$ cat src/rtl/mesi_cmd_decoder.sv
`default_nettype none
// ============================================================================
// Module   : mesi_cmd_decoder
// Purpose  : Front-end stage for the MESI line state machine. Accepts one
//            trace command at a time over valid/ready, optionally waits for a
//            snoop result from the shared bus model, and emits a one-cycle
//            3-bit MESI event code plus line address to the protocol FSM.
//            Also raises clear/print side requests and flags illegal codes.
// Ports    : clk, reset (async, active-high)
//            cmd_valid/cmd_ready/cmd_code/cmd_addr   - command handshake
//            snoop_valid/snoop_hit                   - snoop result
//            inbits/ev_valid/ev_addr/snoop_tmo       - event to protocol FSM
//            clear_req/print_req/err_cmd             - side-request pulses
//            read_cnt/write_cnt                      - statistics counters
// Config   : MESI_DEC_STATS_EN builds the statistics counters; when it is
//            undefined read_cnt/write_cnt are tied to zero.
// Revision : 1.0 - initial release
// ============================================================================
module mesi_cmd_decoder #(
    parameter int ADDR_W        = 32,
    parameter int SNOOP_TIMEOUT = 15,
    parameter int CNT_W         = 16
) (
    input  logic              clk,
    input  logic              reset,
    input  logic              cmd_valid,
    output logic              cmd_ready,
    input  logic [3:0]        cmd_code,
    input  logic [ADDR_W-1:0] cmd_addr,
    input  logic              snoop_valid,
    input  logic              snoop_hit,
    output logic [2:0]        inbits,
    output logic              ev_valid,
    output logic [ADDR_W-1:0] ev_addr,
    output logic              clear_req,
    output logic              print_req,
    output logic              err_cmd,
    output logic              snoop_tmo,
    output logic [CNT_W-1:0]  read_cnt,
    output logic [CNT_W-1:0]  write_cnt
);

    localparam int                c_tmo_w    = $clog2(SNOOP_TIMEOUT + 1);
    localparam logic [c_tmo_w-1:0] c_tmo_last = c_tmo_w'(SNOOP_TIMEOUT - 1);

    typedef enum logic [1:0] {
        S_IDLE   = 2'd0,
        S_DECODE = 2'd1,
        S_SNOOP  = 2'd2,
        S_ISSUE  = 2'd3
    } state_t;

    state_t              state_q, state_d;
    logic [3:0]          code_q;
    logic [ADDR_W-1:0]   addr_q;
    logic [c_tmo_w-1:0]  tmo_cnt_q, tmo_cnt_d;
    logic [2:0]          inbits_q, inbits_d;
    logic                ev_valid_q, ev_valid_d;
    logic [ADDR_W-1:0]   ev_addr_q, ev_addr_d;
    logic                clear_q, clear_d;
    logic                print_q, print_d;
    logic                err_q, err_d;
    logic                snoop_tmo_q, snoop_tmo_d;
    logic                w_xfer;
    logic                w_cnt_clr;
    logic                w_rd_inc;
    logic                w_wr_inc;

    assign cmd_ready = (state_q == S_IDLE);
    assign w_xfer    = cmd_valid && cmd_ready;

    // Event outputs are loaded on the edge that enters ISSUE, so ev_valid is
    // high for exactly the ISSUE cycle and inbits/ev_addr hold afterwards.
    always_comb begin
        state_d     = state_q;
        tmo_cnt_d   = tmo_cnt_q;
        inbits_d    = inbits_q;
        ev_addr_d   = ev_addr_q;
        ev_valid_d  = 1'b0;
        clear_d     = 1'b0;
        print_d     = 1'b0;
        err_d       = 1'b0;
        snoop_tmo_d = 1'b0;
        w_cnt_clr   = 1'b0;
        w_rd_inc    = 1'b0;
        w_wr_inc    = 1'b0;
        case (state_q)
            S_IDLE: begin
                if (w_xfer) state_d = S_DECODE;
            end
            S_DECODE: begin
                case (code_q)
                    4'd0, 4'd2: begin
                        state_d   = S_SNOOP;
                        tmo_cnt_d = '0;
                    end
                    4'd1: begin
                        state_d    = S_ISSUE;
                        ev_valid_d = 1'b1;
                        inbits_d   = 3'b011;
                        ev_addr_d  = addr_q;
                    end
                    4'd3: begin
                        state_d    = S_ISSUE;
                        ev_valid_d = 1'b1;
                        inbits_d   = 3'b101;
                        ev_addr_d  = addr_q;
                    end
                    4'd4: begin
                        state_d    = S_ISSUE;
                        ev_valid_d = 1'b1;
                        inbits_d   = 3'b110;
                        ev_addr_d  = addr_q;
                    end
                    4'd8: begin
                        state_d   = S_IDLE;
                        clear_d   = 1'b1;
                        w_cnt_clr = 1'b1;
                    end
                    4'd9: begin
                        state_d = S_IDLE;
                        print_d = 1'b1;
                    end
                    default: begin
                        state_d = S_IDLE;
                        err_d   = 1'b1;
                    end
                endcase
            end
            S_SNOOP: begin
                // A snoop result in the expiry cycle takes priority over the
                // timeout, so it is tested first.
                if (snoop_valid) begin
                    state_d    = S_ISSUE;
                    ev_valid_d = 1'b1;
                    inbits_d   = snoop_hit ? 3'b010 : 3'b001;
                    ev_addr_d  = addr_q;
                end else if (tmo_cnt_q == c_tmo_last) begin
                    state_d     = S_ISSUE;
                    ev_valid_d  = 1'b1;
                    inbits_d    = 3'b001;
                    ev_addr_d   = addr_q;
                    snoop_tmo_d = 1'b1;
                end else begin
                    tmo_cnt_d = tmo_cnt_q + c_tmo_w'(1);
                end
            end
            S_ISSUE: begin
                state_d  = S_IDLE;
                w_rd_inc = (code_q == 4'd0) || (code_q == 4'd2);
                w_wr_inc = (code_q == 4'd1);
            end
            default: state_d = S_IDLE;
        endcase
    end

    always_ff @(posedge clk or posedge reset) begin
        if (reset) begin
            state_q     <= S_IDLE;
            code_q      <= '0;
            addr_q      <= '0;
            tmo_cnt_q   <= '0;
            inbits_q    <= 3'b000;
            ev_valid_q  <= 1'b0;
            ev_addr_q   <= '0;
            clear_q     <= 1'b0;
            print_q     <= 1'b0;
            err_q       <= 1'b0;
            snoop_tmo_q <= 1'b0;
        end else begin
            state_q     <= state_d;
            tmo_cnt_q   <= tmo_cnt_d;
            inbits_q    <= inbits_d;
            ev_valid_q  <= ev_valid_d;
            ev_addr_q   <= ev_addr_d;
            clear_q     <= clear_d;
            print_q     <= print_d;
            err_q       <= err_d;
            snoop_tmo_q <= snoop_tmo_d;
            if (w_xfer) begin
                code_q <= cmd_code;
                addr_q <= cmd_addr;
            end
        end
    end

    assign inbits    = inbits_q;
    assign ev_valid  = ev_valid_q;
    assign ev_addr   = ev_addr_q;
    assign clear_req = clear_q;
    assign print_req = print_q;
    assign err_cmd   = err_q;
    assign snoop_tmo = snoop_tmo_q;

`ifdef MESI_DEC_STATS_EN
    logic [CNT_W-1:0] read_cnt_q;
    logic [CNT_W-1:0] write_cnt_q;

    // Saturating counters: hold at all-ones rather than wrap.
    always_ff @(posedge clk or posedge reset) begin
        if (reset) begin
            read_cnt_q  <= '0;
            write_cnt_q <= '0;
        end else if (w_cnt_clr) begin
            read_cnt_q  <= '0;
            write_cnt_q <= '0;
        end else begin
            if (w_rd_inc && !(&read_cnt_q))  read_cnt_q  <= read_cnt_q + CNT_W'(1);
            if (w_wr_inc && !(&write_cnt_q)) write_cnt_q <= write_cnt_q + CNT_W'(1);
        end
    end

    assign read_cnt  = read_cnt_q;
    assign write_cnt = write_cnt_q;
`else
    logic w_unused_stats;
    assign w_unused_stats = w_cnt_clr ^ w_rd_inc ^ w_wr_inc;
    assign read_cnt       = '0;
    assign write_cnt      = '0;
`endif

endmodule
`default_nettype wire

$ cat config.mk
export PLATFORM = sky130hd
export DESIGN_NAME = mesi_cmd_decoder
export DESIGN_NICKNAME = d
export VERILOG_FILES = /design/src/rtl/mesi_cmd_decoder.sv
export SDC_FILE = /design/constraint.sdc
export NUM_CORES = 1
export LEC_CHECK = 0
export ABC_CLOCK_PERIOD_IN_PS = 5000
export BUFFER_PORTS_ARGS = -buffer_cell sky130_fd_sc_hd__buf_4
export CAP_MARGIN = 20
export CELL_PAD_IN_SITES_DETAIL_PLACEMENT = 0
export CELL_PAD_IN_SITES_GLOBAL_PLACEMENT = 1
export CORE_MARGIN = 2
export CORE_UTILIZATION = 43
export DETAILED_ROUTE_END_ITERATION = 10
export PLACE_DENSITY = 0.87
export SLEW_MARGIN = 20
export SYNTH_ARGS = -nofsm -noshare
export SYNTH_HDL_FRONTEND = slang
export SYNTH_SLANG_ARGS = --single-unit
export TNS_END_PERCENT = 100
$ cat constraint.sdc
create_clock -name clk -period 5 [get_ports clk]
set_input_delay 0.75 -clock clk [delete_from_list [all_inputs] [get_ports clk]]
set_output_delay 0.75 -clock clk [all_outputs]
set_load 0.02 [all_outputs]
* Yosys cells after proc, flatten, opt, wreduce, memory -nomap -nowiden
Index checks and enable logic that the tools add are counted.
Storage, ports and cells: input bits 41, output and inout port bits 73, bits in registers 82, word-level logic and storage cells 70
Cells by class: add/sub/neg operators 1, equality and inequality tests 17, mux-type cells 30, reductions and logical operators 11
Operator list (count):
- two-way mux 32 bit | 3
- one-hot mux 32 bit (2 select lines) | 1
- equality test 4 bit, second input constant | 3
- two-way mux 4 bit | 3
- two-way mux 1 bit | 11
- one-hot mux 3 bit (3 select lines) | 1
- equality test 4 x 2 -> 1 bit, second input constant | 2
- two-way mux 2 bit | 4
- != test 2 bit, second input constant | 4
- one-hot mux 2 bit (4 select lines) | 1
- one-hot mux 4 bit (2 select lines) | 1
- OR reduction 7 bit | 1
- two-way mux 3 bit | 2
- one-hot mux 3 bit (2 select lines) | 1
- AND reduction 3 bit | 2
- adder 4 x 1 -> 4 bit, second input constant | 1
- equality test 2 bit, second input constant | 2
- equality test 4 x 1 -> 1 bit, second input constant | 1
- equality test 4 x 3 -> 1 bit, second input constant | 1
- logical NOT 4 bit | 1
- != test 4 bit, second input constant | 1
- one-hot mux 2 bit (2 select lines) | 1
- AND reduction 4 bit | 1
- != test 3 bit, second input constant | 1
- 9 further kinds | 9

* Depth between registers and ports, before layout
Gate-level depths: netlist (run 1).
depth after elaboration 4, mapped depth 8, gate-level depth less buffers 6

* Worst setup path after synthesis (run 1)
Ideal clock, no wire load.
path kind reg-to-reg, from register (tool-made name), to register ev_addr_q[21], in the netlist ev_addr[21], stages on the path, launching flop included 8, period minus slack after synthesis 1.842 ns, arrival 1.717 ns, setup slack 3.158 ns, cell sequence dfrtp_1 > inv_1 > ha_1 > nand2b_1 > o21bai_2 > a21oi_4 > buf_6 > mux2_2
RTL lines:
- end signal: assignment | RTL line 175 | ev_addr_q <= ev_addr_d;
- end: declaration | RTL line 59 | logic [ADDR_W-1:0] ev_addr_q, ev_addr_d;

==> run_results.csv, run 1 <==
group,metric,value,unit
critical_path,crit_buf_inv,2,
floorplanning,boundaryPins,114,
logic_synthesis,synth_ff_type,"dfrtp_1",
power,p_sw,976,µW
power,power.share.combinational,42.3,%
global_route,grt_pass1_vias,2056,
clocking,clock_latency,340,ps
critical_path,cp_cell_sequence,"inv_1 -> ha_1 -> nand2b_1 -> o21bai_2 -> a21oi_4 -> buf_16 -> mux2_2",
timing,period_share,47.6,%
global_route,antenna_found_initial,0,
clocking,clkTransAtPathRegs,80,ps
critical_path,required,5230,ps
routing,vias,2170,
final_layout,fin_util,54.0,%
final_layout,multi_input_area,1350,µm²
power,p_leak,0.00206,µW
place,pre_cts_slack,2410,ps
critical_path,critPathMaxStageDelay,520,ps
power,power.density,642,nW/µm²
floorplanning,die-area,9120,µm²
clocking,hold_buffers,0,
final_layout,diodes,0,
final_layout,fillers,720,
critical_path,cp_max_fo,18,
logic_synthesis,yosys-top-cells-area,"dfrtp_1 (57%), mux2_2 (20%), buf_4 (6.7%), mux2_1 (2.2%), ha_1 (2.1%)",
clocking,cts_tree,"yes",
routing,drt_drc_violations_left,0,
logic_synthesis,synth_edf_count,0,
worst_hold_path,hold_class,"reg2reg",
clocking,cts_resized,0,
power,p_clk_share,17.0,%
logic_synthesis,yosysWarnings,0,
clocking,cts_buffers,9,
place,dp.final_hpwl,4.08,mm
power,irDropWorstVdd,0.314,mV
critical_path,critPathTopFamily,"compound AO/OA/AOI/OAI gates",
timing,setup_viol,0,
power,power.total,2830,µW
clocking,cts_root_buf,"clkbuf_8",
final_layout,fin_area,4410,µm²
clocking,cts.sinks,82,
critical_path,cp_slowest_cell,"a21oi_4",
final_layout,nets,392,
routing,drtPass1Iterations,4,
timing,hold_viol,0,
routing,wl_per_cell,13.3,µm
timing,max_freq,420,MHz
timing,fin_crit,2380,ps
timing,rsz0062_at_grt,"no",
place,port_buffers,81,
critical_path,crit_arrival,2610,ps
routing,ant_nets,0,
logic_synthesis,synth_area,3600,µm²
logic_synthesis,syn_inst,259,
routing,drt_first_iter_violations,50,
power,p_int,1860,µW
place,place_area,4180,µm²
logic_synthesis,ys_seq_area_share,57.0,%
logic_synthesis,synth_cell_types,36,
timing,drv_slew,0,
global_route,track_usage,13.9,%
final_layout,regArea,2050,µm²
routing,wl,6.06,mm
routing,viasPerCell,4.77,
floorplanning,row_count,33,
timing,worst_pin_slew,905,ps
critical_path,crit_type,"reg2reg",
power,seq_power_share,40.7,%
critical_path,r2r_slack,2620,ps
timing,fin_skew,7.86,ps
floorplanning,die_width,95.5,µm
clocking,htree_levels,3,
power,switching_share,34.4,%
logic_synthesis,synthArstFlopShare,100,%
logic_synthesis,syn_avg_cell_area,13.9,µm²
floorplanning,die_h,95.5,µm
logic_synthesis,synth_top_area_cell,"dfrtp_1",
critical_path,cp-start-kind,"flop",
clocking,post_cts_buffers,0,
final_layout,drive_above_1_share,48.3,%
floorplanning,core_region_area,8180,µm²
place,place_congestion,0.829,
status,status,"finished, final reports clean",
logic_synthesis,synth_top_area_share,57.0,%
clocking,cts.path.max_buffers,2,
run,maxCapViolations,0,
global_route,grt_pass1_wl,9.60,mm
global_route,grt_max_degree,83,
final_layout,syn_to_final_growth,22.6,%
global_route,gr-total-overflow,0,
timing,fin_ws,2620,ps
critical_path,endpoint_kind,"flop",
timing,fin_setup_tns,0,ps
timing,slew_headroom,39.4,%
logic_synthesis,ys_seq_elements,82,
floorplanning,initial_core_util,44.0,%
power by group through the flow:
stage / combinational [µW] / clock (µW) / sequential (µW)
finish: 1200 / 482 / 1150
global placement: 1160 / 0 / 1160
global route: 1300 / 533 / 1200
CTS: 1190 / 507 / 1160
floorplan: 683 / 0 / 1300
detailed placement: 1190 / 0 / 1170
kinds of logic (layout without fill, tap and decap cells):
family | Yosys count | count (layout) | share of synthesized area (%)
AO/OA/AOI/OAI | 26 | 26 | 5.28
adder cells (fa/ha/maj) | 6 | 6 | 2.09
buffers and inverters | 46 | 106 | 8.79
flip-flops | 82 | 82 | 57.0
multiplexers | 71 | 71 | 22.2
other | 1 | 32 | 0.104
AND/OR/NAND/NOR | 27 | 27 | 4.52
state kept, by name, indices dropped and copies added, names as in the netlist, named ones only:
register	flops
code_q	4
err_cmd	1
tmo_cnt_q	4
ev_valid	1
clear_req	1
state_q	1
ev_addr	32
inbits	3
print_req	1
addr_q	32
snoop_tmo	1
per-layer routing:
| layer | track usage (%) | wire length, µm | up-vias |
|---|---|---|---|
| met3 | 4.43 | 415 | 12 |
| met4 | 6.79 | 125 | 0 |
| li1 | - | - | 1008 |
| met1 | 16.6 | 2530 | 1076 |
| met2 | 22.8 | 2990 | 74 |
| met5 | 0 | 0 | - |
metrics by stage:
step	hold slack, ps	std cells
floorplan	459	290
global placement	465	438
detailed placement	476	438
CTS	494	454
global route	518	455
finish	488	455
cell type report:
type / instances / share of cell area (%)
sequential: 82 / 46.5
timing repair buffer: 83 / 14.7
clock inverter: 5 / 1.42
inverter: 7 / 0.624
multi-input combinational: 162 / 30.6
tap: 105 / 2.98
clock buffer: 11 / 3.20
synthesized netlist by cell type, types with 3 or more instances:
cell and number:
buf_6 3, mux2_2 64, ha_1 6, nand2b_1 5
nor2b_1 3, dfrtp_1 82, inv_1 7, buf_4 32
clkbuf_1 3, mux2_1 7, o21ai_0 10, nand2_1 5
nor2_1 5
worst reg2reg max path, stage by stage (launching register included):
cell and delay [ps]:
dfrtp_1 420, inv_1 110, ha_1 270, nand2b_1 120
o21bai_2 230, a21oi_4 520, buf_16 240, mux2_2 350
final timing paths:
path | from | endpoint | cells past startpoint
min in group asynchronous | reset | addr_q[21]$_DFFE_PP0P_ | 3
worst min register to register | ev_addr[4]$_DFFE_PP0P_ | ev_addr[4]$_DFFE_PP0P_ | 1
worst max register to register | flop | ev_addr[8]$_DFFE_PP0P_ | 7
worst max-delay path | flop | ev_addr[8]$_DFFE_PP0P_ | 7
max in group asynchronous | reset | async pin | 3
worst min-delay path | ev_addr[4]$_DFFE_PP0P_ | ev_addr[4]$_DFFE_PP0P_ | 1
cell usage in the layout, fill, tap and decap left out, types with 2 or more instances in the layout:
cell type / n
o21ai_0: 10
buf_4: 81
clkinvlp_4: 2
nor2b_1: 3
dfrtp_1: 82
mux2_2: 64
clkbuf_8: 10
nand3_1: 2
nand2_1: 4
nor2_1: 5
conb_1: 32
mux2_1: 7
nand4b_1: 2
nand2b_1: 5
a21oi_1: 2
inv_1: 6
ha_1: 6
nand3b_1: 2
Power figures use the tool's default switching activity.
==> run 2, diff against run 1 <==
Settings changed: ABC_CLOCK_PERIOD_IN_PS 5000 to 2500, CORE_UTILIZATION 43 to 40, PLACE_DENSITY 0.87 to 0.82.
Clock period 5 ns to 2.5 ns, I/O delays scaled along.
==> run 2 against run 1 <==
Cell area is 1.5% higher. Total power is 110% higher. Combinational power is 110% higher. Clock skew is 1.8 ps higher. Sequential power is 100% higher.
==> run_results.csv, run 2 (synthesized netlist as in run 1, its figures left out) <==
group,metric,value,unit
critical_path,cp-start-kind,"flop",
timing,fin_setup_tns,0,ps
timing,fin_crit,2290,ps
routing,highest_layer,"met4",
final_layout,diodes,0,
run,maxCapViolations,0,
place,placed_cells_incl_taps,446,
floorplanning,die_h,98.9,µm
clocking,htree_levels,3,
timing,worst_pin_slew,646,ps
routing,wl_met2,3.41,mm
critical_path,reg2reg_depth,7,
routing,vias,2180,
status,status,"finished, final reports clean",
power,irDropWorstVdd,0.589,mV
timing,drv_slew,0,
timing,max_freq,436,MHz
final_layout,multi_input_area,1350,µm²
global_route,antenna_found_initial,0,
timing,rsz0062_at_grt,"no",
place,dp.final_hpwl,4.78,mm
final_layout,stdcell_count,463,
routing,drt_drc_violations_left,0,
power,p_leak,0.00210,µW
routing,ant_nets,0,
critical_path,cp_max_fo,17,
power,power.density,1300,nW/µm²
place,port_buffers,81,
global_route,gr-total-overflow,0,
clocking,cts_root_buf,"clkbuf_8",
timing,setup_viol,0,
timing,period_share,91.7,%
clocking,post_cts_buffers,0,
final_layout,regArea,2050,µm²
clocking,clkTransAtPathRegs,90,ps
timing,hold_viol,0,
timing,fin_skew,9.68,ps
clocking,clock_latency,340,ps
critical_path,endpoint_kind,"flop",
final_layout,nets,397,
global_route,grt_pass1_wl,10.9,mm
final_layout,fin_util,51.3,%
routing,wl,6.66,mm
final_layout,drive_above_1_share,48.7,%
final_layout,final_cell_mix,"buf_4 (86), dfrtp_1 (82), mux2_2 (64), conb_1 (32), o21ai_0 (10)",
clocking,cts_resized,0,
routing,drt_first_iter_violations,27,
global_route,track_usage,14.1,%
floorplanning,die_width,98.9,µm
critical_path,r2r_end,"ev_addr[9]$_DFFE_PP0P_",
floorplanning,die-area,9770,µm²
place,place_congestion,0.776,
critical_path,crit_arrival,2520,ps
place,pre_cts_slack,26.9,ps
floorplanning,boundaryPins,114,
timing,hold_ws,95.6,ps
critical_path,r2r_slack,210,ps
clocking,cts_buffers,9,
critical_path,crit_type,"reg2reg",
timing,slew_headroom,56.8,%
clocking,cts_tree,"yes",
clocking,hold_buffers,0,
clocking,cts.path.max_buffers,2,
timing,fin_ws,207,ps
critical_path,endpoint,"ev_addr[9]$_DFFE_PP0P_",
clocking,cts.sinks,82,
routing,wl_per_cell,14.4,µm
routing,drtPass1Iterations,4,
final_layout,fillers,753,
routing,dr_wl_met3,385,µm
global_route,grt_max_degree,38,
floorplanning,core_region_area,8720,µm²
routing,viasPerCell,4.71,
worst_hold_path,hold_class,"in2async",
floorplanning,row_count,34,
final_layout,final_common_cell,"buf_4",
routing,wl_met1,2.81,mm
critical_path,required,2730,ps
floorplanning,initial_core_util,41.3,%
final_layout,syn_to_final_growth,24.4,%
global_route,grt_pass1_vias,2209,
==> run 2: cell count changes in the layout (fill, tap and decap cells not counted) <==
cell / previous run / this run
buf_12: 0 / 1
buf_4: 81 / 86
buf_6: 1 / 0
clkinvlp_4: 2 / 1
bufinv_16: 1 / 2
clkbuf_1: 1 / 2
inv_6: 1 / 0
clkbuf_8: 10 / 9
inv_8: 0 / 1
==> run 2: critical path, cell delays in order, from the launching register on <==
cell and delay, ps:
dfrtp_1 410, inv_1 110, ha_1 180, nand2b_1 100, o21bai_2 230, a21oi_4 550, buf_16 230, mux2_2 350
==> run 2: layout make-up <==
type / count / area share (%)
sequential: 82 / 45.8
multi-input combinational: 162 / 30.2
timing repair buffer: 88 / 15.5
tap: 108 / 3.02
clock buffer: 11 / 2.93
clock inverter: 5 / 1.96
inverter: 7 / 0.615
==> run 2: layer usage <==
metal  global-route usage, %  up-vias
li1                        -     1017
met1                    17.8     1098
met2                    23.2       59
met3                    4.33        6
met4                    4.74        0
met5                       0        -
==> run 2: power by group <==
group	internal (µW)	switching (µW)	leakage, µW
registers	1950	361	0.000988
logic	1310	1160	0.00101
clock network	572	477	0.000106
==> run 2: worst min path at each step <==
stage	start	to	slack (ps)	cells after the start
floorplan	addr_q[0]$_DFFE_PP0P_	ev_addr[0]$_DFFE_PP0P_	460	1
global placement	addr_q[20]$_DFFE_PP0P_	ev_addr[20]$_DFFE_PP0P_	460	1
detailed placement	addr_q[25]$_DFFE_PP0P_	ev_addr[25]$_DFFE_PP0P_	480	1
CTS	reset	addr_q[1]$_DFFE_PP0P_	100	2
global route	reset	addr_q[10]$_DFFE_PP0P_	140	2
finish	reset	addr_q[4]$_DFFE_PP0P_	100	2
==> run 2: metrics by stage <==
stage | instance area [µm²] | power (µW)
2_1_floorplan | 3720 | 3970
3_3_place_gp | 4230 | 4700
3_5_place_dp | 4230 | 4800
4_1_cts | 4450 | 5870
5_1_grt | 4480 | 6200
6_report | 4480 | 5830
==> run 3, diff against run 2 <==
--- a/config.mk
+++ b/config.mk
@@ -7,5 +7,5 @@
 export LEC_CHECK = 0
 export ABC_CLOCK_PERIOD_IN_PS = 2500
-export BUFFER_PORTS_ARGS = -buffer_cell sky130_fd_sc_hd__buf_4
+export BUFFER_PORTS_ARGS = -buffer_cell sky130_fd_sc_hd__clkbuf_2
 export CAP_MARGIN = 20
 export CELL_PAD_IN_SITES_DETAIL_PLACEMENT = 0
==> constraint.sdc (replaced) <==
create_clock -name clk -period 2.5 [get_ports clk]
set_input_delay 0.375 -clock clk [delete_from_list [all_inputs] [get_ports clk]]
set_output_delay 0.375 -clock clk [all_outputs]
set_load 0.05 [all_outputs]
==> run 3 against run 2 <==
Largest power group unchanged. Hold slack got worse by 38 ps. Via count decreased by 0.64%. Total power increased by 10%. Count of clock-buffer cells in the layout decreased by 1.
==> run_results.csv, run 3 (synthesized netlist as in run 1, its figures left out) <==
group,metric,value,unit
critical_path,endpoint_kind,"flop",
power,power.density,1500,nW/µm²
global_route,track_usage,14.0,%
floorplanning,die_h,98.9,µm
routing,wl_per_cell,14.2,µm
timing,fin_setup_tns,0,ps
critical_path,required,2740,ps
global_route,antenna_found_initial,0,
critical_path,crit_type,"reg2reg",
critical_path,cp_cell_sequence,"inv_1 -> ha_1 -> buf_4 -> nand2b_1 -> a21oi_4 -> mux2_2",
global_route,grt_max_degree,36,
final_layout,nets,397,
run,maxCapViolations,0,
clocking,hold_buffers,0,
timing,period_share,87.7,%
timing,setup_viol,0,
floorplanning,row_count,34,
final_layout,final_cell_mix,"dfrtp_1 (82), clkbuf_2 (81), mux2_2 (64), conb_1 (32), o21ai_0 (10)",
clocking,htree_levels,3,
routing,drt_drc_violations_left,0,
timing,fin_crit,2190,ps
routing,drt_first_iter_violations,35,
clocking,post_cts_buffers,0,
timing,rsz0062_at_grt,"no",
place,place_congestion,0.768,
floorplanning,initial_core_util,41.3,%
critical_path,cp_max_fo,16,
final_layout,diodes,0,
timing,max_freq,456,MHz
timing,fin_skew,8.24,ps
clocking,cts.path.max_buffers,2,
critical_path,reg2reg_depth,6,
final_layout,final_common_cell,"dfrtp_1",
clocking,clock_latency,350,ps
global_route,gr-total-overflow,0,
routing,vias,2166,
timing,slew_headroom,57.6,%
critical_path,r2r_end,"ev_addr[12]$_DFFE_PP0P_",
critical_path,crit_arrival,2430,ps
final_layout,fillers,774,
critical_path,critPathMaxStageDelay,590,ps
routing,drtPass1Iterations,4,
critical_path,r2r_slack,310,ps
timing,worst_pin_slew,635,ps
place,dp.final_hpwl,4.55,mm
critical_path,critPathTopFamily,"compound AO/OA/AOI/OAI gates",
routing,ant_nets,0,
status,status,"finished, final reports clean",
final_layout,fin_util,49.0,%
timing,drv_slew,0,
floorplanning,die-area,9770,µm²
global_route,grt_pass1_wl,10.8,mm
place,port_buffers,81,
clocking,cts.sinks,82,
power,p_leak,0.00205,µW
routing,viasPerCell,4.69,
floorplanning,boundaryPins,114,
global_route,grt_pass1_vias,2236,
final_layout,drive_above_1_share,48.9,%
critical_path,cp-start-kind,"flop",
critical_path,cp.depth,6,
floorplanning,die_width,98.9,µm
worst_hold_path,hold_class,"in2async",
critical_path,cp_slowest_cell,"a21oi_4",
clocking,cts_buffers,9,
clocking,cts_tree,"yes",
routing,wl,6.55,mm
critical_path,crit_buf_inv,2,
floorplanning,core_region_area,8720,µm²
timing,hold_viol,0,
clocking,cts_resized,0,
power,irDropWorstVdd,0.745,mV
clocking,cts_root_buf,"clkbuf_8",
final_layout,syn_to_final_growth,18.8,%
clocking,clkTransAtPathRegs,90,ps
run 3: cell count changes in the layout (fill, tap and decap cells not counted), sizes merged:
cell,change
clkbuf,+80
clkinv,+1
clkinvlp,-1
a21oi,+1
buf,-82
bufinv,+1
inv,-1
run 3: final cells by class:
class	count	area [µm²]	share of cell area, %
clock buffer	10	128	2.99
timing repair buffer	87	463	10.8
clock inverter	5	104	2.43
multi-input combinational	163	1370	32.0
tap	108	135	3.16
sequential	82	2050	48.0
inverter	7	27.5	0.644
run 3: layer usage:
metal	track usage [%]	part of all wire (%)	vias to the layer above
met2	22.1	50	62
met1	18.3	43	1081
met5	0	0	-
li1	-	-	1016
met3	4.40	5.5	7
met4	4.74	0.96	0
run 3: how the worst max path moves through the flow:
stage               slack, ps  startpoint                      end
floorplan                  20       reset                async pin
global placement           90        flop   ev_addr[9]$_DFFE_PP0P_
detailed placement        0.9        flop  ev_addr[30]$_DFFE_PP0P_
CTS                        20        flop  ev_addr[13]$_DFFE_PP0P_
global route              160        flop   ev_addr[7]$_DFFE_PP0P_
finish                    310        flop  ev_addr[12]$_DFFE_PP0P_
run 3: per-stage QoR:
stage / power [µW] / std cells / instance area (µm²) / hold slack, ps / setup WS [ps]
floorplan: 4720 / 290 / 3720 / 459 / 16.6
CTS: 6490 / 462 / 4270 / 80.9 / 24.5
detailed placement: 5340 / 446 / 4030 / 464 / 0.914
global placement: 5250 / 446 / 4030 / 444 / 90.7
finish: 6420 / 462 / 4280 / 57.9 / 308
global route: 6800 / 462 / 4280 / 98.9 / 157
run 3: report_power, final:
part	switching [µW]	leakage (µW)	internal (µW)	total (µW)
logic	1920	0.000946	1090	3010
registers	343	0.000988	1950	2290
clock network	464	0.000116	659	1120
total	2730	0.00205	3690	6420
